**src/rtl/pll_reset_seq_pkg.sv**
```systemverilog
// Shared types and default constants for the PLL reset sequencer.
// Latency: n/a (types and constants only).
// Backpressure: n/a.
package pll_reset_pkg;

  typedef enum logic [1:0] {
    WAIT    = 2'd0,
    QUALIFY = 2'd1,
    RUN     = 2'd2,
    HOLD    = 2'd3
  } state_t;

  localparam int DEF_SYNC_STAGES   = 2;
  localparam int DEF_STABLE_CYCLES = 1024;
  localparam int DEF_HOLD_CYCLES   = 16;
  localparam int DEF_LOSS_CNT_W    = 8;

  // Larger of two integers; sizes the counter shared by QUALIFY and HOLD.
  function automatic int max2(input int a, input int b);
    return (a > b) ? a : b;
  endfunction

endpackage

```
**src/rtl/pll_reset_seq_if.sv**
```systemverilog
// Lock-in / reset-out bundle between the PLL reset sequencer and its consumer.
// Latency: n/a (wiring only).
// Backpressure: none; all signals are level or single-cycle pulses.
interface pll_reset_seq_if #(
  parameter int LOSS_CNT_W = 8
);

  logic                  locked_i;
  logic                  rst_o;
  logic                  ready_o;
  logic                  lock_loss_o;
  logic [LOSS_CNT_W-1:0] loss_count_o;

  // Sequencer side: consumes the raw lock, drives reset and status.
  modport master (
    input  locked_i,
    output rst_o,
    output ready_o,
    output lock_loss_o,
    output loss_count_o
  );

  // Consumer side: provides the raw lock, observes reset and status.
  modport slave (
    output locked_i,
    input  rst_o,
    input  ready_o,
    input  lock_loss_o,
    input  loss_count_o
  );

endinterface

```
**src/rtl/pll_reset_seq_sync_bits.sv**
```systemverilog
// N-stage single-bit synchronizer with synchronous clear, for any CDC point.
// Latency: STAGES cycles from i_d to o_q.
// Backpressure: none; samples every cycle.
module sync_bits #(
  parameter int STAGES = 2
) (
  input  logic clk,
  input  logic i_clr,
  input  logic i_d,
  output logic o_q
);

  logic [STAGES-1:0] r_sync;

  // Shift the asynchronous input through the chain; clear forces all stages low.
  always_ff @(posedge clk) begin
    if (i_clr) begin
      r_sync <= '0;
    end else begin
      r_sync <= {r_sync[STAGES-2:0], i_d};
    end
  end

  assign o_q = r_sync[STAGES-1];

endmodule

```
**src/rtl/pll_reset_seq.sv**
```systemverilog
// Qualifies a synchronized PLL lock over a stability window, then releases rst_o; lock loss forces a minimum hold.
// Latency: rst_o falls STABLE_CYCLES+1 cycles after lock_s is first seen in WAIT; loss shows one cycle after lock_s drops.
// Backpressure: none. Optional PLL_LOSS_COUNT_EN builds the saturating loss counter, otherwise loss_count_o is tied to 0.
module pll_reset_seq
  import pll_reset_pkg::*;
#(
  parameter int SYNC_STAGES   = DEF_SYNC_STAGES,
  parameter int STABLE_CYCLES = DEF_STABLE_CYCLES,
  parameter int HOLD_CYCLES   = DEF_HOLD_CYCLES,
  parameter int LOSS_CNT_W    = DEF_LOSS_CNT_W
) (
  input  logic            clk,
  input  logic            reset,
  pll_reset_seq_if.master bus
);

  localparam int CNT_W = $clog2(max2(STABLE_CYCLES, HOLD_CYCLES));
  localparam logic [CNT_W-1:0] STABLE_LAST = CNT_W'(STABLE_CYCLES - 1);
  localparam logic [CNT_W-1:0] HOLD_LAST   = CNT_W'(HOLD_CYCLES - 1);

  logic             w_lock_s;
  state_t           r_state;
  logic [CNT_W-1:0] r_cnt;
  logic             r_loss_pend;
  logic             r_rst;
  logic             r_ready;
  logic             r_lock_loss;

  sync_bits #(
    .STAGES (SYNC_STAGES)
  ) u_sync (
    .clk   (clk),
    .i_clr (reset),
    .i_d   (bus.locked_i),
    .o_q   (w_lock_s)
  );

  // Sequencer FSM; outputs are decoded from the previous state so they change only on state boundaries.
  always_ff @(posedge clk) begin
    if (reset) begin
      r_state     <= WAIT;
      r_cnt       <= '0;
      r_loss_pend <= 1'b0;
      r_rst       <= 1'b1;
      r_ready     <= 1'b0;
      r_lock_loss <= 1'b0;
    end else begin
      r_rst       <= (r_state != RUN);
      r_ready     <= (r_state == RUN);
      r_lock_loss <= r_loss_pend;
      r_loss_pend <= 1'b0;
      case (r_state)
        WAIT: begin
          r_cnt <= '0;
          if (w_lock_s) begin
            r_state <= QUALIFY;
          end
        end
        QUALIFY: begin
          if (!w_lock_s) begin
            r_state <= WAIT;
            r_cnt   <= '0;
          end else if (r_cnt == STABLE_LAST) begin
            r_state <= RUN;
            r_cnt   <= '0;
          end else begin
            r_cnt <= r_cnt + CNT_W'(1);
          end
        end
        RUN: begin
          r_cnt <= '0;
          if (!w_lock_s) begin
            r_state     <= HOLD;
            r_loss_pend <= 1'b1;
          end
        end
        HOLD: begin
          // Lock returning here is deliberately ignored: the hold always runs to completion.
          if (r_cnt == HOLD_LAST) begin
            r_state <= WAIT;
            r_cnt   <= '0;
          end else begin
            r_cnt <= r_cnt + CNT_W'(1);
          end
        end
        default: begin
          r_state <= WAIT;
          r_cnt   <= '0;
        end
      endcase
    end
  end

  assign bus.rst_o       = r_rst;
  assign bus.ready_o     = r_ready;
  assign bus.lock_loss_o = r_lock_loss;

`ifdef PLL_LOSS_COUNT_EN
  logic [LOSS_CNT_W-1:0] r_loss_cnt;

  // Count losses in step with the lock_loss_o pulse; stick at all-ones.
  always_ff @(posedge clk) begin
    if (reset) begin
      r_loss_cnt <= '0;
    end else if (r_loss_pend && (r_loss_cnt != '1)) begin
      r_loss_cnt <= r_loss_cnt + LOSS_CNT_W'(1);
    end
  end

  assign bus.loss_count_o = r_loss_cnt;
`else
  assign bus.loss_count_o = '0;
`endif

endmodule

```
**src/flat_wrapper.sv**
```systemverilog
// flat-port wrapper written by rule: the top's interface ports become plain ports
module pll_reset_seq_flat import pll_reset_pkg::*;
#(
  parameter int SYNC_STAGES   = DEF_SYNC_STAGES,
  parameter int STABLE_CYCLES = DEF_STABLE_CYCLES,
  parameter int HOLD_CYCLES   = DEF_HOLD_CYCLES,
  parameter int LOSS_CNT_W    = DEF_LOSS_CNT_W
)
  (clk, reset, bus_locked_i, bus_rst_o, bus_ready_o, bus_lock_loss_o, bus_loss_count_o);
  pll_reset_seq_if #(.LOSS_CNT_W(LOSS_CNT_W)) bus_i ();
  input  logic clk;
  input  logic reset;
  input wire logic [$bits(bus_i.locked_i)-1:0] bus_locked_i;
  output wire logic [$bits(bus_i.rst_o)-1:0] bus_rst_o;
  output wire logic [$bits(bus_i.ready_o)-1:0] bus_ready_o;
  output wire logic [$bits(bus_i.lock_loss_o)-1:0] bus_lock_loss_o;
  output wire logic [$bits(bus_i.loss_count_o)-1:0] bus_loss_count_o;
  assign bus_i.locked_i = bus_locked_i;
  assign bus_rst_o = bus_i.rst_o;
  assign bus_ready_o = bus_i.ready_o;
  assign bus_lock_loss_o = bus_i.lock_loss_o;
  assign bus_loss_count_o = bus_i.loss_count_o;
  pll_reset_seq #(.SYNC_STAGES(SYNC_STAGES), .STABLE_CYCLES(STABLE_CYCLES), .HOLD_CYCLES(HOLD_CYCLES), .LOSS_CNT_W(LOSS_CNT_W)) u_core (.clk(clk), .reset(reset), .bus(bus_i));
endmodule
```
**config.mk**
```make
export PLATFORM = sky130hd
export DESIGN_NAME = pll_reset_seq_flat
export DESIGN_NICKNAME = d
export VERILOG_FILES = /design/src/rtl/pll_reset_seq_pkg.sv /design/src/rtl/pll_reset_seq_if.sv /design/src/rtl/pll_reset_seq_sync_bits.sv /design/src/rtl/pll_reset_seq.sv /design/src/flat_wrapper.sv
export SDC_FILE = /design/constraint.sdc
export NUM_CORES = 1
export LEC_CHECK = 0
export ABC_CLOCK_PERIOD_IN_PS = 3410
export BUFFER_PORTS_ARGS = -buffer_cell sky130_fd_sc_hd__buf_2
export CORE_ASPECT_RATIO = 0.8
export CORE_MARGIN = 10
export CORE_UTILIZATION = 48
export CTS_BUF_LIST = sky130_fd_sc_hd__clkbuf_16
export DETAILED_ROUTE_END_ITERATION = 8
export GPL_ROUTABILITY_DRIVEN = 0
export GPL_TIMING_DRIVEN = 0
export PLACE_DENSITY = 0.71
export SETUP_SLACK_MARGIN = 0.5
export SYNTH_ARGS = -nofsm -noshare
export SYNTH_HDL_FRONTEND = slang
export SYNTH_HIERARCHICAL = 1
export SYNTH_SLANG_ARGS = --single-unit
```
**constraint.sdc**
```tcl
create_clock -name clk -period 3.41 [get_ports clk]
set_clock_uncertainty 0.1 [all_clocks]
set_input_delay 0.8525 -clock clk [delete_from_list [all_inputs] [get_ports clk]]
set_output_delay 0.8525 -clock clk [all_outputs]
set_load 0.05 [all_outputs]
```
==> results.tsv, run 1 <==
stage	metric	value	unit
status	outcome	finished clean	
logic_synthesis	Syn. warnings	6	
detailed_routing	Starting DRT DRC Count	16	
clocking	CTS clk-pin slew, worst paths	50	ps
logic_synthesis	most common cell in the netlist	dfxtp_1	
detailed_routing	DRC errors left	0	
floorplanning	I/O pin total	14	
logic_synthesis	top post-synthesis cells by area	dfxtp_1 (46%), buf_4 (7.6%), xnor2_1 (6.7%), nor2_1 (5.7%), nor2b_1 (4.0%)	
setup_path	Crit-path slowest cell	dfxtp_1	
logic_synthesis	Async S/R FF share, synth	0	
hold_path	hold crit path type	flop to flop	
setup_path	CP top delay family	compound AO/OA/AOI/OAI gates	
clocking	Clock Tree Root	clkbuf_16	
logic_synthesis	Post-synth top cells	dfxtp_1 (18), nor2_1 (12), buf_4 (8)	
global_route	initial antenna violation count	0	
finish	Area growth syn-to-layout	20.0	%
setup_path	critical-path cell list	ha_1 -> nand3_1 -> o311ai_4 -> a21boi_4 -> nor2_1	
clocking	CTS resizes	0	
logic_synthesis	Avg Cell Area, Syn	9.75	µm²
logic_synthesis	Synth top area share	0.456	
timing	pins over their slew limit	0	
detailed_routing	post-route ant nets	0	
timing	period utilization	0.565	
clocking	Post-CTS Setup Repair Bufs	0	
global_route	Global Route Usage Sum	0.0784	
setup_path	CP required	3440	ps
logic_synthesis	Post-Syn Instances	81	
floorplanning	die width	65.3	µm
timing	# setup viols final	0	
finish	fillers	148	
pwr	Pleak	0.371	nW
clocking	Clock Sinks	18	
pwr	Comb power frac	0.069	
finish	Final nets	102	
timing	RSZ-0062 raised after global routing	no	
global_route	vias in the first global route	534	
floorplanning	num rows	13	
clocking	H-tree levels	1	
global_route	first-pass GRT wire length	2320	µm
logic_synthesis	EDFF count, synth	0	
finish	FF+latch area	360	µm²
logic_synthesis	Seq cells post-synth	18	
timing	Final Hold Viols	0	
setup_path	Worst setup EP type	flop	
timing	setup TNS	0	ps
clocking	hold buffers post-CTS	0	
detailed_routing	average wire per standard cell	11.9	µm
timing	minimum clock period	1930	ps
finish	share of post-route cells with drive strength above 1	0.216	
finish	Multi-input gate area	380	µm²
pwr	Sequential Power Share	0.449	
pwr	part of the power in the clock network	0.482	
pwr	PD cells	504	mW/mm²
floorplanning	Initial Utilization	0.495	
placed_design	PortBufs	5	
setup_path	Worst Path Arrival	1950	ps
detailed_routing	via count	580	
logic_synthesis	post-synthesis sequential area ratio	0.456	
floorplanning	Core ar.	0.00159	mm²
setup_path	Startpoint Class	flop	
detailed_routing	Total Wirelength	1420	µm
logic_synthesis	netlist area before placement	790	µm²
pwr	internal power	0.377	mW
clocking	CTS tree	built	
floorplanning	die height	56.3	µm
timing	Min Hold Slack	336	ps
clocking	Num CTS Buffers	3	
setup_path	crit path max fanout	9	
logic_synthesis	post-synth top area cell	dfxtp_1	
timing	Max Freq	519	MHz
setup_path	critical path class	flop to flop	
placed_design	Post-DP HPWL	1000	µm
logic_synthesis	top_reg_cell synth	dfxtp_1	
global_route	largest net degree at the start of global routing	11	
setup_path	buffer and inverter count on the worst path	0	
setup_path	largest stage delay on the critical path	390	ps
clocking	worst skew pair latency	240	ps
logic_synthesis	Cell variety after synth	25	
pwr	Psw	0.0999	mW
pwr	switch share	0.209	
job	max cap viols	0	
clocking	clock buffer depth	2	
global_route	GRT Residual Overflow	0	
detailed_routing	DR vias/cell	4.87	
detailed_routing	TritonRoute pass-1 iters	4	
setup_path	Worst R2R Setup Slack	1480	ps
finish	diode count	0	
floorplanning	die area	0.00368	mm²
pwr	highest ir drop seen on vdd	0.000362	V
==> final cells by class <==
cell class | count | share of cell area
multi-input combinational | 58 | 0.402
sequential | 18 | 0.380
clock buffer | 3 | 0.0793
buffer | 8 | 0.0634
tap | 22 | 0.0291
timing repair buffer | 5 | 0.0264
inverter | 4 | 0.0159
clock inverter | 1 | 0.00396
==> power by group through the flow <==
stage	Combinational, mW	Sequential (mW)	Clock (mW)
6_report	0.0328	0.214	0.230
5_1_grt	0.0347	0.214	0.245
4_1_cts	0.0321	0.214	0.234
3_5_place_dp	0.0321	0.218	0
3_3_place_gp	0.0317	0.218	0
2_1_floorplan	0.0293	0.218	0
==> flip-flops by register name, summed over array words and instances (netlist names), named ones only <==
signal and cells:
u_core/r_state 1, u_core/u_sync/r_sync 2, u_core/r_cnt 10, u_core/r_loss_pend 1, u_core/bus.rst_o 1, u_core/bus.ready_o 1
u_core/bus.lock_loss_o 1
==> cell usage in the layout, fill, tap and decap left out, types with 2 or more instances in the layout <==
| cell type | synthesis | routed |
|---|---|---|
| nand4_1 | 2 | 2 |
| nand2_1 | 2 | 2 |
| dfxtp_1 | 18 | 18 |
| and4_1 | 2 | 2 |
| inv_1 | 4 | 4 |
| clkbuf_16 | 0 | 3 |
| nor2_1 | 12 | 12 |
| buf_4 | 8 | 8 |
| nor3_1 | 2 | 2 |
| nor2b_1 | 5 | 5 |
| xnor2_1 | 6 | 6 |
| conb_1 | 1 | 8 |
| nand3_1 | 4 | 4 |
| buf_2 | 0 | 5 |
| xor2_1 | 3 | 3 |
==> kinds of logic (layout without fill, tap and decap cells) <==
| logic type | after synthesis | in the layout | share of synthesized area |
|---|---|---|---|
| flip-flops | 18 | 18 | 0.456 |
| buffers and inverters | 12 | 21 | 0.0951 |
| adder cells (fa/ha/maj) | 1 | 1 | 0.0158 |
| AO/OA/AOI/OAI | 6 | 6 | 0.0888 |
| XOR/XNOR | 9 | 9 | 0.0998 |
| AND/OR/NAND/NOR | 34 | 34 | 0.239 |
| other | 1 | 8 | 0.00475 |
==> through the flow <==
stage	power, mW	util	area, µm²	cells	setup slack, ps
4_1_cts	0.480	0.594	947	119	1480
2_1_floorplan	0.247	-	816	88	1720
3_3_place_gp	0.250	0.545	868	115	1550
6_report	0.477	0.594	947	119	1480
3_5_place_dp	0.250	0.545	868	115	1520
5_1_grt	0.493	0.594	947	119	1340
==> layer usage <==
| layer | track usage | routed length (µm) | vias to the layer above | part of all wire |
|---|---|---|---|---|
| met5 | 0 | 0 | - | 0 |
| met4 | 0.0183 | 7 | 0 | 0.0049 |
| met3 | 0.0554 | 157 | 2 | 0.11 |
| li1 | - | - | 290 | - |
| met2 | 0.131 | 663 | 25 | 0.47 |
| met1 | 0.0768 | 593 | 263 | 0.42 |
==> path summary, 6_finish.rpt <==
check | start | to | cells after the start
worst min-delay path | u_core/r_loss_pend | u_core/bus.lock_loss_o | 1
worst max-delay path | u_core/r_cnt[0] | u_core/r_cnt[9] | 5
worst min register to register | u_core/r_loss_pend | u_core/bus.lock_loss_o | 1
worst max register to register | u_core/r_cnt[0] | u_core/r_cnt[9] | 5
No activity file was read; power rests on OpenSTA's default activity.
==> run 2, diff against run 1 <==
Settings changed: ABC_CLOCK_PERIOD_IN_PS 3410 to 2000.
Clock period 3.41 ns to 2 ns, I/O delays scaled along.
==> run 2 against run 1 <==
Against the previous run:
- non-clock buffer count increased by 4
- cell area up 8.1%
- clock-buffer cell count unchanged
- largest cell class unchanged
- clock power up 67%
- global-route usage up 1.2 points
==> results.tsv, run 2 (synthesized netlist as in run 1, its figures left out) <==
stage	metric	value	unit
setup_path	Worst setup EP type	flop	
status	outcome	finished clean	
setup_path	largest stage delay on the critical path	550	ps
pwr	highest ir drop seen on vdd	0.000632	V
global_route	global route hottest layer	met2	
clocking	Clock Sinks	18	
detailed_routing	average wire per standard cell	12.5	µm
global_route	routing usage on met3	0.0614	
finish	most frequent cells in the layout	dfxtp_1 (15), nor2_1 (12), buf_4 (11), conb_1 (8), xnor2_1 (6)	
detailed_routing	post-route ant nets	0	
placed_design	PortBufs	5	
finish	diode count	0	
setup_path	Worst Path Arrival	1820	ps
finish	Top Registers	u_core/r_cnt: 10 flops, u_core/u_sync/r_sync: 2 flops	
setup_path	critical path class	flop to flop	
placed_design	dpl cells	115	
floorplanning	die width	65.3	µm
timing	Final Hold Viols	0	
setup_path	CP required	2030	ps
detailed_routing	via count	585	
floorplanning	I/O pin total	14	
timing	# setup viols final	0	
floorplanning	die area	0.00368	mm²
pwr	Pleak	0.405	nW
global_route	GRT Residual Overflow	0	
finish	commonest non-fill, non-tap cell in the layout	dfxtp_1	
timing	Max Freq	559	MHz
job	max cap viols	0	
floorplanning	Core ar.	0.00159	mm²
setup_path	critical-path cell list	or4_4 -> o311ai_4 -> a21boi_4 -> nor2_1	
global_route	vias in the first global route	578	
timing	pins over their slew limit	0	
clocking	Clock Tree Root	clkbuf_16	
global_route	Global Route Usage Sum	0.0908	
finish	Area growth syn-to-layout	29.6	%
finish	fin cells	123	
floorplanning	Initial Utilization	0.495	
setup_path	crit path max fanout	5	
global_route	met2 usage	0.143	
setup_path	Startpoint Class	flop	
hold_path	hold crit path type	flop to flop	
clocking	CTS clk-pin slew, worst paths	50	ps
finish	max reg flops	10	
clocking	CTS tree	built	
detailed_routing	Starting DRT DRC Count	15	
timing	period utilization	0.894	
detailed_routing	DR vias/cell	4.76	
finish	Final nets	107	
clocking	worst skew pair latency	240	ps
finish	Top reg by flops	u_core/r_cnt	
detailed_routing	DRC errors left	0	
detailed_routing	TritonRoute pass-1 iters	4	
global_route	met1 Use GR	0.0950	
setup_path	Crit-path slowest cell	or4_4	
timing	minimum clock period	1790	ps
clocking	hold buffers post-CTS	0	
pwr	PD cells	788	mW/mm²
detailed_routing	Total Wirelength	1540	µm
global_route	first-pass GRT wire length	2650	µm
finish	share of post-route cells with drive strength above 1	0.327	
placed_design	Post-DP HPWL	967	µm
timing	Min Hold Slack	335	ps
timing	setup TNS	0	ps
clocking	clock buffer depth	2	
timing	RSZ-0062 raised after global routing	yes	
floorplanning	num rows	13	
clocking	Num CTS Buffers	3	
floorplanning	die height	56.3	µm
global_route	initial antenna violation count	0	
global_route	largest net degree at the start of global routing	10	
clocking	H-tree levels	1	
-- run 2: changes by cell type in the layout (fill, tap and decap cells not counted), sizes merged --
| cell | before | now |
|---|---|---|
| clkinv | 1 | 0 |
| a21boi | 1 | 2 |
| buf | 13 | 17 |
-- run 2: path summary, 6_finish.rpt --
check                                from                      end  slack (ps)  depth (start not counted)
hold / removal    u_core/u_sync/r_sync[0]  u_core/u_sync/r_sync[1]         330                          1
setup reg to reg          u_core/r_cnt[8]          u_core/r_cnt[3]         210                          4
setup / recovery          u_core/r_cnt[8]          u_core/r_cnt[3]         210                          4
hold reg to reg   u_core/u_sync/r_sync[0]  u_core/u_sync/r_sync[1]         330                          1
-- run 2: layer usage --
metal / vias up / routed length [µm]
met5: - / 0
met4: 0 / 0
met3: 0 / 130
met2: 18 / 808
met1: 266 / 604
li1: 301 / -
-- run 2: worst max-delay path: cells and delay by family (launching register included) --
kind | cells | cell delay [ps]
compound gates | 2 | 640
flops | 1 | 320
simple gates | 2 | 610
-- run 2: per-stage QoR --
step	power (mW)	setup slack, ps	area (µm²)	utilization
final	0.806	211	1020	0.642
after global routing	0.840	157	1020	0.642
after CTS	0.812	203	1000	0.630
after detailed placement	0.427	105	870	0.546
after global placement	0.426	138	870	0.546
after floorplan	0.422	319	817	-
-- run 2: cell type report --
| class | instances | area, µm² |
|---|---|---|
| plain buffers | 8 | 60.1 |
| well taps | 22 | 27.5 |
| fillers | 129 | 571 |
| flip-flops and latches | 18 | 364 |
| clock buffers | 3 | 75.1 |
| inverters | 4 | 15.0 |
| repair buffers | 9 | 58.8 |
| multi-input cells | 59 | 423 |
-- run 2: power by group --
| group | internal, mW | leakage [nW] | switching [mW] |
|---|---|---|---|
| clock | 0.262 | 0.0370 | 0.121 |
| combinational | 0.0161 | 0.221 | 0.0416 |
| sequential | 0.362 | 0.147 | 0.00299 |
-- run 2: what timing repair did --
action                                  in CTS  in global routing
pin swaps                                   10                  1
hold endpoints to repair                     0                  0
setup buffers                                3                  1
endpoints found under the setup margin      12                 12
gates resized for setup                      6                  3
gates cloned                                 1                  0
==> run 3, diff against run 2 <==
Settings changed: ABC_AREA set to 0, ABC_CLOCK_PERIOD_IN_PS 2000 to 1800.
Clock period 2 ns to 1.8 ns, I/O delays scaled along.
==> run 3 against run 2 <==
Against the previous run:
- die area unchanged
- cell count increased by 0.81%
- utilization is 2.0 points higher
- non-clock buffer count grew 1
- clock power increased by 10%
- maximum frequency up 1.0%
- highest routed layer unchanged
==> results.tsv, run 3 (synthesized netlist as in run 1, its figures left out) <==
stage	metric	value	unit
setup_path	critical path class	flop to flop	
global_route	Global Route Usage Sum	0.0860	
finish	commonest non-fill, non-tap cell in the layout	dfxtp_1	
clocking	CTS tree	built	
detailed_routing	Total Wirelength	1580	µm
global_route	routing usage on met3	0.0495	
finish	Area growth syn-to-layout	33.6	%
detailed_routing	DR vias/cell	4.63	
setup_path	buffer and inverter count on the worst path	0	
floorplanning	Core ar.	0.00159	mm²
timing	setup TNS	0	ps
clocking	Clock Sinks	18	
finish	Top Registers	u_core/r_cnt: 10 flops, u_core/u_sync/r_sync: 2 flops	
finish	max reg flops	10	
setup_path	Worst setup EP type	flop	
finish	final core area utilization	0.662	
pwr	PD cells	847	mW/mm²
detailed_routing	post-route ant nets	0	
placed_design	PortBufs	5	
setup_path	largest stage delay on the critical path	560	ps
clocking	CTS clk-pin slew, worst paths	50	ps
placed_design	Setup WS pre-CTS	-59.4	ps
timing	Min Hold Slack	330	ps
finish	share of post-route cells with drive strength above 1	0.333	
clocking	worst skew pair latency	240	ps
detailed_routing	DRC errors left	0	
finish	most frequent cells in the layout	dfxtp_1 (15), buf_4 (14), nor2_1 (12), conb_1 (8), xnor2_1 (6)	
timing	Final Worst Setup Slack	29.3	ps
timing	pins over their slew limit	0	
global_route	vias in the first global route	553	
pwr	Pleak	0.412	nW
floorplanning	die width	65.3	µm
floorplanning	die area	0.00368	mm²
setup_path	Worst R2R Setup Slack	30	ps
clocking	clock buffer depth	2	
setup_path	crit path max fanout	5	
global_route	met2 usage	0.145	
floorplanning	die height	56.3	µm
timing	# setup viols final	0	
clocking	Num CTS Buffers	3	
detailed_routing	average wire per standard cell	12.7	µm
setup_path	critical-path cell list	or4_4 -> o311ai_4 -> a21boi_4 -> nor2_1	
finish	fillers	132	
global_route	GRT Residual Overflow	0	
setup_path	CP required	1830	ps
global_route	initial antenna violation count	0	
status	outcome	finished clean	
setup_path	CP top delay family	simple AND/OR/NAND/NOR gates	
global_route	met1 Use GR	0.0939	
detailed_routing	Starting DRT DRC Count	18	
global_route	first-pass GRT wire length	2600	µm
timing	Final Hold Viols	0	
clocking	Clock Tree Root	clkbuf_16	
floorplanning	num rows	13	
global_route	global route hottest layer	met2	
finish	design area	0.00105	mm²
placed_design	Post-Place Cell Area	875	µm²
finish	diode count	0	
placed_design	Post-DP HPWL	965	µm
floorplanning	Initial Utilization	0.495	
finish	Final nets	108	
setup_path	Crit-path slowest cell	or4_4	
detailed_routing	via count	574	
finish	Top reg by flops	u_core/r_cnt	
clocking	hold buffers post-CTS	0	
setup_path	Startpoint Class	flop	
setup_path	Worst Path Arrival	1800	ps
placed_design	dpl cells	115	
detailed_routing	TritonRoute pass-1 iters	4	
pwr	highest ir drop seen on vdd	0.00104	V
floorplanning	I/O pin total	14	
finish	fin cells	124	
timing	period utilization	0.984	
timing	minimum clock period	1770	ps
job	max cap viols	0	
hold_path	hold crit path type	primary input to flop	
timing	Max Freq	565	MHz
clocking	H-tree levels	1	
timing	RSZ-0062 raised after global routing	yes	
global_route	largest net degree at the start of global routing	10	
pwr	Pwr Total	0.893	mW
run 3: changes by cell type in the layout (fill, tap and decap cells not counted):
cell / before / now
buf_2: 5 / 2
buf_4: 11 / 14
buf_6: 1 / 2
ha_2: 1 / 0
ha_4: 0 / 1
nor4_1: 1 / 0
nor4_2: 0 / 1
o21ai_1: 0 / 1
o21ai_2: 1 / 0
run 3: worst register-to-register path: cells and delay by family (launching register included):
| family | cells | cell delay (ps) |
|---|---|---|
| and+or+nand+nor | 2 | 630 |
| AOI/OAI and AO/OA | 2 | 600 |
| DFF | 1 | 330 |
run 3: worst paths after layout:
kind	startpoint	end	depth (start not counted)
setup / recovery	u_core/r_cnt[8]	u_core/r_cnt[4]	4
hold / removal	bus_locked_i	u_core/u_sync/r_sync[0]	2
setup reg to reg	u_core/r_cnt[8]	u_core/r_cnt[4]	4
hold reg to reg	u_core/r_loss_pend	u_core/bus.lock_loss_o	1
run 3: layout make-up:
| cell class | instances | area, µm² | share of cell area |
|---|---|---|---|
| clock buffer | 3 | 75.1 | 0.0712 |
| buffer | 8 | 60.1 | 0.0569 |
| multi-input combinational | 59 | 435 | 0.413 |
| inverter | 4 | 15.0 | 0.0142 |
| sequential | 18 | 364 | 0.345 |
| timing repair buffer | 10 | 77.6 | 0.0735 |
| tap | 22 | 27.5 | 0.0261 |
run 3: what timing repair did:
item	4_1_cts	5_1_grt
endpoints found under the setup margin	15	14
buffers inserted	4	1
pin swaps	7	1
gates resized for setup	10	3
cloned	1	0
run 3: where the power goes:
part,total (mW),switching (mW),internal [mW]
clock network,0.423,0.131,0.291
logic,0.0640,0.0461,0.0179
registers,0.406,0.00367,0.403
run 3: metal layers:
metal	vias up	share of wire
met1	252	0.43
li1	305	-
met2	17	0.50
met4	0	0
met3	0	0.068
met5	-	0
